File: src/rtl/serial_frame_receiver.sv
// -----------------------------------------------------------------------------
// serial_frame_receiver
// Receive end of the messenger serial link. It aligns to the transmitter's
// frame strobe and deserialises 8 data bits, sent LSB first, after each
// strobe. It flags framing violations and buffers completed bytes in a
// first-word-fall-through FIFO for the incoming monitor.
//
// Optional feature (macro SERIAL_FRAME_RECEIVER_DECRYPT_EN): each assembled
// byte is decrypted with KEY before it is pushed. Latency does not change.
//
// Parameters:
//   DEPTH        FIFO entries (power of 2, >= 2)
//   KEY          link private key (used only with the decrypt feature)
// Ports:
//   clock        system clock, rising edge
//   reset        asynchronous active-high reset
//   serial_in    serial data bit, LSB first
//   frame_strobe transmitter frame-slot indicator (1 cycle per 9-cycle frame)
//   rd_en        consumer pop request
//   rd_data      FIFO head byte (holds last popped value when empty)
//   rd_valid     FIFO not empty
//   count        FIFO occupancy
//   frame_error  one-cycle pulse on a framing violation
//   overflow     sticky, byte dropped because FIFO was full
//   flag_clear   synchronous clear of overflow
// -----------------------------------------------------------------------------
module serial_frame_receiver #(
    parameter int unsigned DEPTH = 8,
    parameter logic [7:0]  KEY   = 8'd43
) (
    input  logic                     clock,
    input  logic                     reset,
    input  logic                     serial_in,
    input  logic                     frame_strobe,
    input  logic                     rd_en,
    output logic [7:0]               rd_data,
    output logic                     rd_valid,
    output logic [$clog2(DEPTH):0]   count,
    output logic                     frame_error,
    output logic                     overflow,
    input  logic                     flag_clear
);

    localparam int unsigned AW = $clog2(DEPTH);
    localparam int unsigned CW = AW + 1;

    typedef enum logic [1:0] {
        ST_HUNT = 2'd0,
        ST_RECV = 2'd1,
        ST_WAIT = 2'd2
    } state_t;

    state_t         state_q, state_d;
    logic [2:0]     bit_cnt_q, bit_cnt_d;
    logic [7:0]     shift_q, shift_d;
    logic           frame_error_q, frame_error_d;

    logic [AW-1:0]  wr_ptr_q, wr_ptr_d;
    logic [AW-1:0]  rd_ptr_q, rd_ptr_d;
    logic [CW-1:0]  count_q, count_d;
    logic [7:0]     rd_data_q, rd_data_d;
    logic           rd_valid_q, rd_valid_d;
    logic           overflow_q, overflow_d;
    logic [7:0]     mem_q [DEPTH];

    logic           push_c;
    logic [7:0]     raw_byte_c;
    logic [7:0]     push_byte_c;
    logic           pop_c;
    logic           full_c;
    logic           wr_en_c;
    logic           drop_c;

    // Byte completed on this edge: the bit being sampled lands in position 7.
    assign raw_byte_c = {serial_in, shift_q[6:0]};

`ifdef SERIAL_FRAME_RECEIVER_DECRYPT_EN
    // XOR with the key, invert even bits, permute odd bits.
    function automatic logic [7:0] decrypt(input logic [7:0] d);
        logic [7:0] x;
        logic [7:0] o;
        x    = d ^ KEY;
        o[0] = ~x[0];
        o[2] = ~x[2];
        o[4] = ~x[4];
        o[6] = ~x[6];
        o[1] = x[5];
        o[3] = x[1];
        o[5] = x[3];
        o[7] = x[7];
        return o;
    endfunction

    assign push_byte_c = decrypt(raw_byte_c);
`else
    logic unused_key;
    assign unused_key  = ^KEY;
    assign push_byte_c = raw_byte_c;
`endif

    // Frame alignment and deserialisation.
    always_comb begin
        state_d       = state_q;
        bit_cnt_d     = bit_cnt_q;
        shift_d       = shift_q;
        frame_error_d = 1'b0;
        push_c        = 1'b0;
        unique case (state_q)
            ST_HUNT: begin
                if (frame_strobe) begin
                    state_d   = ST_RECV;
                    bit_cnt_d = 3'd0;
                    shift_d   = 8'd0;
                end
            end
            ST_RECV: begin
                if (frame_strobe) begin
                    // A strobe inside a partial byte is a violation; it re-aligns.
                    frame_error_d = (bit_cnt_q != 3'd0);
                    bit_cnt_d     = 3'd0;
                    shift_d       = 8'd0;
                end else begin
                    shift_d[bit_cnt_q] = serial_in;
                    if (bit_cnt_q == 3'd7) begin
                        push_c    = 1'b1;
                        state_d   = ST_WAIT;
                        bit_cnt_d = 3'd0;
                    end else begin
                        bit_cnt_d = bit_cnt_q + 3'd1;
                    end
                end
            end
            ST_WAIT: begin
                if (frame_strobe) begin
                    state_d   = ST_RECV;
                    bit_cnt_d = 3'd0;
                    shift_d   = 8'd0;
                end else begin
                    frame_error_d = 1'b1;
                    state_d       = ST_HUNT;
                end
            end
            default: begin
                state_d   = ST_HUNT;
                bit_cnt_d = 3'd0;
                shift_d   = 8'd0;
            end
        endcase
    end

    // FIFO bookkeeping; head register is precomputed so rd_data is registered.
    always_comb begin
        pop_c      = rd_en && rd_valid_q;
        full_c     = (count_q == CW'(DEPTH));
        wr_en_c    = push_c && (!full_c || pop_c);
        drop_c     = push_c && full_c && !pop_c;
        wr_ptr_d   = wr_ptr_q + AW'(wr_en_c);
        rd_ptr_d   = rd_ptr_q + AW'(pop_c);
        count_d    = count_q + CW'(wr_en_c) - CW'(pop_c);
        rd_valid_d = (count_d != CW'(0));
        rd_data_d  = rd_data_q;
        if (count_d != CW'(0)) begin
            // The slot being written is the new head only when the FIFO
            // would otherwise be empty after this cycle's pop.
            if (wr_en_c && (wr_ptr_q == rd_ptr_d)) begin
                rd_data_d = push_byte_c;
            end else begin
                rd_data_d = mem_q[rd_ptr_d];
            end
        end
        overflow_d = overflow_q;
        if (flag_clear) begin
            overflow_d = 1'b0;
        end
        if (drop_c) begin
            overflow_d = 1'b1;
        end
    end

    // State and control registers.
    always_ff @(posedge clock or posedge reset) begin
        if (reset) begin
            state_q       <= ST_HUNT;
            bit_cnt_q     <= 3'd0;
            shift_q       <= 8'd0;
            frame_error_q <= 1'b0;
            wr_ptr_q      <= '0;
            rd_ptr_q      <= '0;
            count_q       <= '0;
            rd_data_q     <= 8'd0;
            rd_valid_q    <= 1'b0;
            overflow_q    <= 1'b0;
        end else begin
            state_q       <= state_d;
            bit_cnt_q     <= bit_cnt_d;
            shift_q       <= shift_d;
            frame_error_q <= frame_error_d;
            wr_ptr_q      <= wr_ptr_d;
            rd_ptr_q      <= rd_ptr_d;
            count_q       <= count_d;
            rd_data_q     <= rd_data_d;
            rd_valid_q    <= rd_valid_d;
            overflow_q    <= overflow_d;
        end
    end

    // Storage array; contents are don't-care after reset.
    always_ff @(posedge clock) begin
        if (wr_en_c) begin
            mem_q[wr_ptr_q] <= push_byte_c;
        end
    end

    assign rd_data     = rd_data_q;
    assign rd_valid    = rd_valid_q;
    assign count       = count_q;
    assign frame_error = frame_error_q;
    assign overflow    = overflow_q;

endmodule
File: config.mk
export PLATFORM = sky130hd
export DESIGN_NAME = serial_frame_receiver
export DESIGN_NICKNAME = d
export VERILOG_FILES = /design/src/rtl/serial_frame_receiver.sv
export SDC_FILE = /design/constraint.sdc
export NUM_CORES = 1
export LEC_CHECK = 0
export ABC_AREA = 0
export CAP_MARGIN = 20
export CORE_UTILIZATION = 40
export DETAILED_ROUTE_END_ITERATION = 8
export PLACE_DENSITY_LB_ADDON = 0.25
export SYNTH_ARGS = -nofsm -noshare
export SYNTH_HDL_FRONTEND = slang
export SYNTH_SLANG_ARGS = --single-unit
File: constraint.sdc
create_clock -name clock -period 2.83 [get_ports clock]
set_input_delay 0.849 -clock clock [delete_from_list [all_inputs] [get_ports clock]]
set_output_delay 0.849 -clock clock [all_outputs]
set_load 0.005 [all_outputs]
=== Word level (Yosys, flattened, before mapping) ===
Memories as Yosys holds them, arrays and structs flattened. A register that Yosys moved wholly into a read port is not among the register bits.
Cells that the tools add are included.
Widths: inputs -> output; s select.

* Multiplexer cells: 25
* Bitwise operators: 0
* $add $sub $neg: 5
* Shift operators: 0
* Equal/unequal tests: 8
* Reduce and logical (&&, ||, !) cells: 14
* Multipliers: 0
* Magnitude comparators: 2
* Divide/modulo/power cells: 0

{| class="wikitable"
|+ Operator list
! cell !! count
|-
| $mux 8 || 2
|-
| $pmux 8 s2 || 1
|-
| $mux 1 || 11
|-
| $mux 3 || 3
|-
| $bwmux 8 || 1
|-
| $add 3x1->3 || 2
|-
| $mux 2 || 3
|-
| $ne 2x2->1 const B || 3
|-
| $pmux 2 s3 || 1
|-
| $pmux 3 s2 || 1
|-
| $logic_and 1x1->1 || 5
|-
| $add 4x1->4 || 1
|-
| $eq 4x4->1 const B || 1
|-
| $lt 3x4->1 const B || 1
|-
| $reduce_bool 4->1 || 1
|-
| $sub 4x1->4 || 1
|-
| $add 3x1->3 const B || 1
|-
| $demux 1 s3 || 1
|-
| $eq 3x3->1 const B || 1
|-
| $ge 3x1->1 const B || 1
|-
| $reduce_and 3->1 || 1
|-
| $reduce_bool 3->1 || 1
|-
| $eq 2x1->1 const B || 1
|-
| $eq 2x2->1 const B || 1
|-
| 7 further kinds || 8
|}

* Latch bits: 0
* Memory bits (writable): 64
* Input port bits: 6
* Bits in registers: 26
* Word-level logic and storage cells: 64
* Memories: 1
* ROM bits: 0

{| class="wikitable"
|+ Memories
! memory !! depth !! bits a word !! rd ports !! clocked after Yosys merged registers in !! wr ports !! line !! text
|-
| mem_q || 8 || 8 || 1 || 1 || 1 || 64 || <nowiki>logic [7:0] mem_q [DEPTH];</nowiki>
|}

=== Longest topological paths before layout ===
Gate-level depths: netlist (run 1).

* Depth after elaboration: 8
* Gate-level depth with buffers: 15

=== Worst setup path after synthesis (run 1) ===
OpenSTA, ideal clock, no wires.

* Path kind: input to register
* Start: input rd_en
* End: register rd_data_q[0], in the netlist rd_data[0], read port of mem_q
* Data required time: 2.698 ns
* Data arrival time: 3.041 ns
* Setup slack: -0.343 ns
* Path buffers: 1
* Stages on the path: 10
* Cell sequence: a211oi_1 a21bo_4 o21ai_0 ha_1 fa_1 xor2_1 nor4b_1 mux2_2 buf_1 o21ai_1

* Word-level cells in the longest chain between the ends: 6
* Elaborated cells on any way between the ends: 7
* Classes of those cells: add/sub: 3; reduce/logical: 4

{| class="wikitable"
|+ Ends and longest elaborated chain
! element !! line !! text
|-
| start, declared || 35 || <nowiki>input logic rd_en,</nowiki>
|-
| $logic_and 1x1->1 (*) || 153 || <nowiki>pop_c = rd_en && rd_valid_q;</nowiki>
|-
| $logic_or 1x1->1 || 155 || <nowiki>wr_en_c = push_c && (!full_c || pop_c);</nowiki>
|-
| $logic_and 1x1->1 || 155 ||
|-
| $add 4x1->4 || 159 || <nowiki>count_d = count_q + CW'(wr_en_c) - CW'(pop_c);</nowiki>
|-
| $sub 4x1->4 (*) || 159 ||
|-
| named net count_d[2] || 60 || <nowiki>logic [CW-1:0] count_q, count_d;</nowiki>
|-
| $reduce_bool 4->1 (*) || 162 || <nowiki>if (count_d != CW'(0)) begin</nowiki>
|-
| end, declared || 61 || <nowiki>logic [7:0] rd_data_q, rd_data_d;</nowiki>
|}

Mark *: on every way through the listed nets, which the timed path passes. The rest lies on a longest branch.
A chain may end at the register's enable or synchronous reset.

=== Final worst setup path (run 1) ===
* Start: register bit_cnt_q[0]
* End: register rd_data_q[6], in the netlist rd_data[6], read port of mem_q

* Word-level cells in the longest chain between the ends: 8

{| class="wikitable"
|+ Ends and longest elaborated chain
! element !! line !! text
|-
| start, declared || 54 || <nowiki>logic [2:0] bit_cnt_q, bit_cnt_d;</nowiki>
|-
| start signal, assigned || 195 || <nowiki>bit_cnt_q <= bit_cnt_d;</nowiki>
|-
| $eq 3x3->1 || 124 || <nowiki>if (bit_cnt_q == 3'd7) begin</nowiki>
|-
| $mux 1 || 124 ||
|-
| $mux 1 || 117 || <nowiki>if (frame_strobe) begin</nowiki>
|-
| $mux 1 || 108 || <nowiki>unique case (state_q)</nowiki>
|-
| $logic_and 1x1->1 || 155 ||
|-
| $add 4x1->4 || 159 ||
|-
| $sub 4x1->4 || 159 ||
|-
| named net count_d[1] || 60 ||
|-
| $reduce_bool 4->1 || 162 ||
|}

The timed path passes the listed nets, and every way through them passes these cells.

==> results.md, run 1 <==
* Status: finished, violations left
* Failing checks: setup timing
* GRT overflow at 0
* Final wirelength at 8.732 mm
* Mapped Nets at 295
* FF-to-FF path depth at 10
* Dpl hpwl at 5.534 mm
* Max cap viols at 0
* Layout Area Growth over Synthesis at 22.61%
* Reg-to-Reg End: rd_data[6]$_DFFE_PP0P_
* Fin util at 50.17%
* Flop pwr share at 37.2%
* Initial antenna violation count at 0
* Global placement routability congestion at 0.7369
* Worst path slowest cell: fa_2
* Hold depth at 2
* Detailed-router iteration count before antenna repair at 4
* EDFF count, synth at 64
* CTS root buf: clkbuf_8
* Max Buffers Root-to-Sink at 2
* Net Sw Frac at 33.76%
* Antenna cells at 0
* PwrDens at 906.4 nW/um^2
* Element type at the critical path end: flop
* Tcrit/Tclk final at 101.6%
* Commonest cells post-synth: edfxtp_1 (64), dfrtp_1 (33), nand2_1 (18)
* Post-Syn Area at 4205 um^2
* Number of synthesis warnings at 0
* Ys async rst share at 34.02%
* Iteration-0 DRC Markers at 107
* Critical-path cell list: ha_2 -> ha_4 -> and3b_2 -> a21bo_4 -> o21ai_2 -> ha_2 -> fa_2 -> nor4b_4 -> mux2_4 -> o21ai_1
* Critical Path Max Stage Delay at 490 ps
* Pre-CTS setup slack at -633.2 ps
* Hold Crit Class: reg -> reg
* I/O pin count at 21
* Worst Slack Setup Final at -45.11 ps
* CP Data Required Time at 3090 ps
* Clock sinks at 97
* DIE WIDTH at 104.5 um
* Slew HR at 67.81%
* DRC at 0
* Final instance area at 5156 um^2
* Vias per std cell at 5.218
* Layout cells sized above 1 at 31.63%
* Synth Flop Type: edfxtp_1
* Clock share of power at 20.8%
* Count of final hold-check violations at 0
* FF+latch count, synth at 97
* Gate Count Post-Synth at 273
* Worst Path Max Fanout at 8
* Worst Hold Endpoint: rd_data[7]$_DFFE_PP0P_
* Critical path's most frequent cell: ha_2
* Count of cell types in the netlist at 41
* Internal reg-to-reg setup slack at -50 ps
* Fillers at 908
* Vias in the first global route at 2,555
* Leakage at 2.059 nW
* Global-route usage over all layers at 17.06%
* Initial Util at 40.92%
* Seq/Total Area, Yosys at 65.34%
* RSZ-0062 raised after global routing: true
* Share of the synthesized area in the top cell type at 45.70%
* Skew-Pair Late Insertion Delay at 370 ps
* Int Pwr at 3.096 mW
* Beginning of the worst hold path: rd_data[7]$_DFFE_PP0P_
* Fin nets at 349
* Routed len/inst at 18.66 um
* Post-DRT Antenna Nets at 0
* Worst IR Drop VDD at 0.0005775 V
* Most numerous cell in the Yosys netlist: edfxtp_1
* H-Tree Depth at 3
* Part of the power in combinational logic at 42.1%
* Total power at 4.674 mW
* Critical setup path kind: reg -> reg
* Final setup viols at 8
* Least-Margin Pin Slew at 479.2 ps
* Clock transition at the registers of the reported paths at 110 ps
* First-pass GRT wire length at 13.74 mm
* Leading area contributor after synthesis: edfxtp_1
* Worst Path Arrival at 3140 ps
* Worst reg2reg startpoint: bit_cnt_q[0]$_DFFE_PP0P_
* Fmax at 347.8 MHz
* Vias at 2,442
* Startpoint types: flop
* Port-buffer cells at 20
* CTS tree: built
* Post-Route Skew at 15.95 ps
* Max-slew violations at 0
* Die Height at 104.5 um
* Total CTS buffers at 9
* Fin crit period at 2875 ps
* Die Area at 10,930 um^2
* Avg Cell Area, Syn at 15.40 um^2
* Largest cells by area after synthesis: edfxtp_1 (46%), dfrtp_1 (20%), mux4_2 (8.6%), ha_1 (4.5%), mux2_2 (2.4%)
* Cell row count at 37
* Area after DPL at 4810 um^2
* Core area at 10,280 um^2
* P_sw at 1.578 mW
* Largest net degree at the start of global routing at 34
cell usage in the layout, fill, tap and decap left out, types with 3 or more instances in the layout:
cell	n
edfxtp_1	64
dfrtp_1	33
buf_4	33
clkdlybuf4s50_1	18
mux4_2	16
nand2_1	14
inv_1	11
o21ai_0	11
ha_1	11
mux2_2	9
clkbuf_8	9
mux2i_1	8
nor2_1	7
a21oi_1	7
o21ai_1	6
nand3_1	4
xor2_1	4
nand2_2	4
a22o_1	4
nor3_1	4
o21ai_2	3
o22ai_1	3
nand2b_1	3
ha_2	3
logic make-up (layout without fill, tap and decap cells):
| family | after synthesis | after routing | synth area share [%] |
|---|---|---|---|
| AOI/OAI and AO/OA | 43 | 43 | 6.219 |
| xor gates and xnor gates | 7 | 7 | 1.637 |
| adders and majority gates | 16 | 16 | 4.939 |
| buffers and inverters | 27 | 84 | 2.856 |
| DFF | 97 | 97 | 65.34 |
| muxes | 33 | 35 | 12.88 |
| and+or+nand+nor | 50 | 50 | 6.129 |
registers in the layout (all words and copies together) (netlist names):
name,count
mem_q,64
rd_data,8
shift_q,7
count,4
bit_cnt_q,3
rd_ptr_q,3
wr_ptr_q,3
state_q,2
frame_error,1
overflow,1
rd_valid,1
routing by layer:
layer | GRT usage, % | part of all wire [%]
met1 | 23.04 | 46
met4 | 7.653 | 2.3
met5 | 0 | 0
met3 | 2.433 | 2.5
met2 | 27.48 | 49
repair_timing:
item / in CTS / in global routing
hold buffers: 0 / 0
pin swaps: 10 / 7
resized for setup: 19 / 5
setup endpoints to repair: 9 / 9
buffers inserted: 4 / 1
gates cloned: 2 / 0
worst max path at each step:
stage | from | to | slack (ps) | depth (start not counted)
floorplan | rd_en | rd_data[1]$_DFFE_PP0P_ | 6 | 10
global route | bit_cnt_q[0]$_DFFE_PP0P_ | rd_data[0]$_DFFE_PP0P_ | -110 | 11
CTS | bit_cnt_q[0]$_DFFE_PP0P_ | rd_data[6]$_DFFE_PP0P_ | -70 | 10
finish | bit_cnt_q[0]$_DFFE_PP0P_ | rd_data[6]$_DFFE_PP0P_ | -50 | 10
global placement | frame_strobe | rd_data[6]$_DFFE_PP0P_ | -550 | 9
detailed placement | frame_strobe | rd_data[6]$_DFFE_PP0P_ | -630 | 10
stage by stage:
step	cells	TNS [ps]	hold slack [ps]
3_5_place_dp	445	-7267	497.3
4_1_cts	467	-456.2	523.2
2_1_floorplan	273	0	472.0
6_report	468	-255.2	515.3
3_3_place_gp	445	-6216	493.9
5_1_grt	468	-737.0	530.9
worst max-delay path, delay by kind of cell, from the launching register on:
family,cells,cell delay [ps]
simple gates,2,620
mux,1,320
flops,1,370
fa+ha+maj,4,1030
compound gates,3,440
layout make-up:
| type | count | area, um^2 | area share (%) |
|---|---|---|---|
| inverters | 13 | 48.80 | 0.9464 |
| repair buffers | 55 | 481.7 | 9.342 |
| clock inverters | 7 | 98.84 | 1.917 |
| clock buffers | 9 | 123.9 | 2.402 |
| flip-flops and latches | 97 | 2748 | 53.29 |
| well taps | 136 | 170.2 | 3.300 |
| multi-input cells | 151 | 1485 | 28.80 |
power groups by stage:
stage               logic, mW  registers [mW]  clock network (mW)
finish                   1.97            1.74               0.971
global placement         1.74            1.76                   0
detailed placement       1.76            1.76                   0
global route             2.11            1.75                1.05
floorplan                1.18            1.75                   0
CTS                      1.96            1.74               0.996
Power figures use the tool's default switching activity.
==> run 2: changes to the inputs <==
--- a/config.mk
+++ b/config.mk
@@ -6,8 +6,10 @@
 export NUM_CORES = 1
 export LEC_CHECK = 0
 export ABC_AREA = 0
+export ABC_CLOCK_PERIOD_IN_PS = 2830
 export CAP_MARGIN = 20
 export CORE_UTILIZATION = 40
+export CTS_CLUSTER_DIAMETER = 30
 export DETAILED_ROUTE_END_ITERATION = 8
 export PLACE_DENSITY_LB_ADDON = 0.25
 export SYNTH_ARGS = -nofsm -noshare
==> results of run 2 <==
The final DEF is identical to that of run 1; final timing and power are the same.
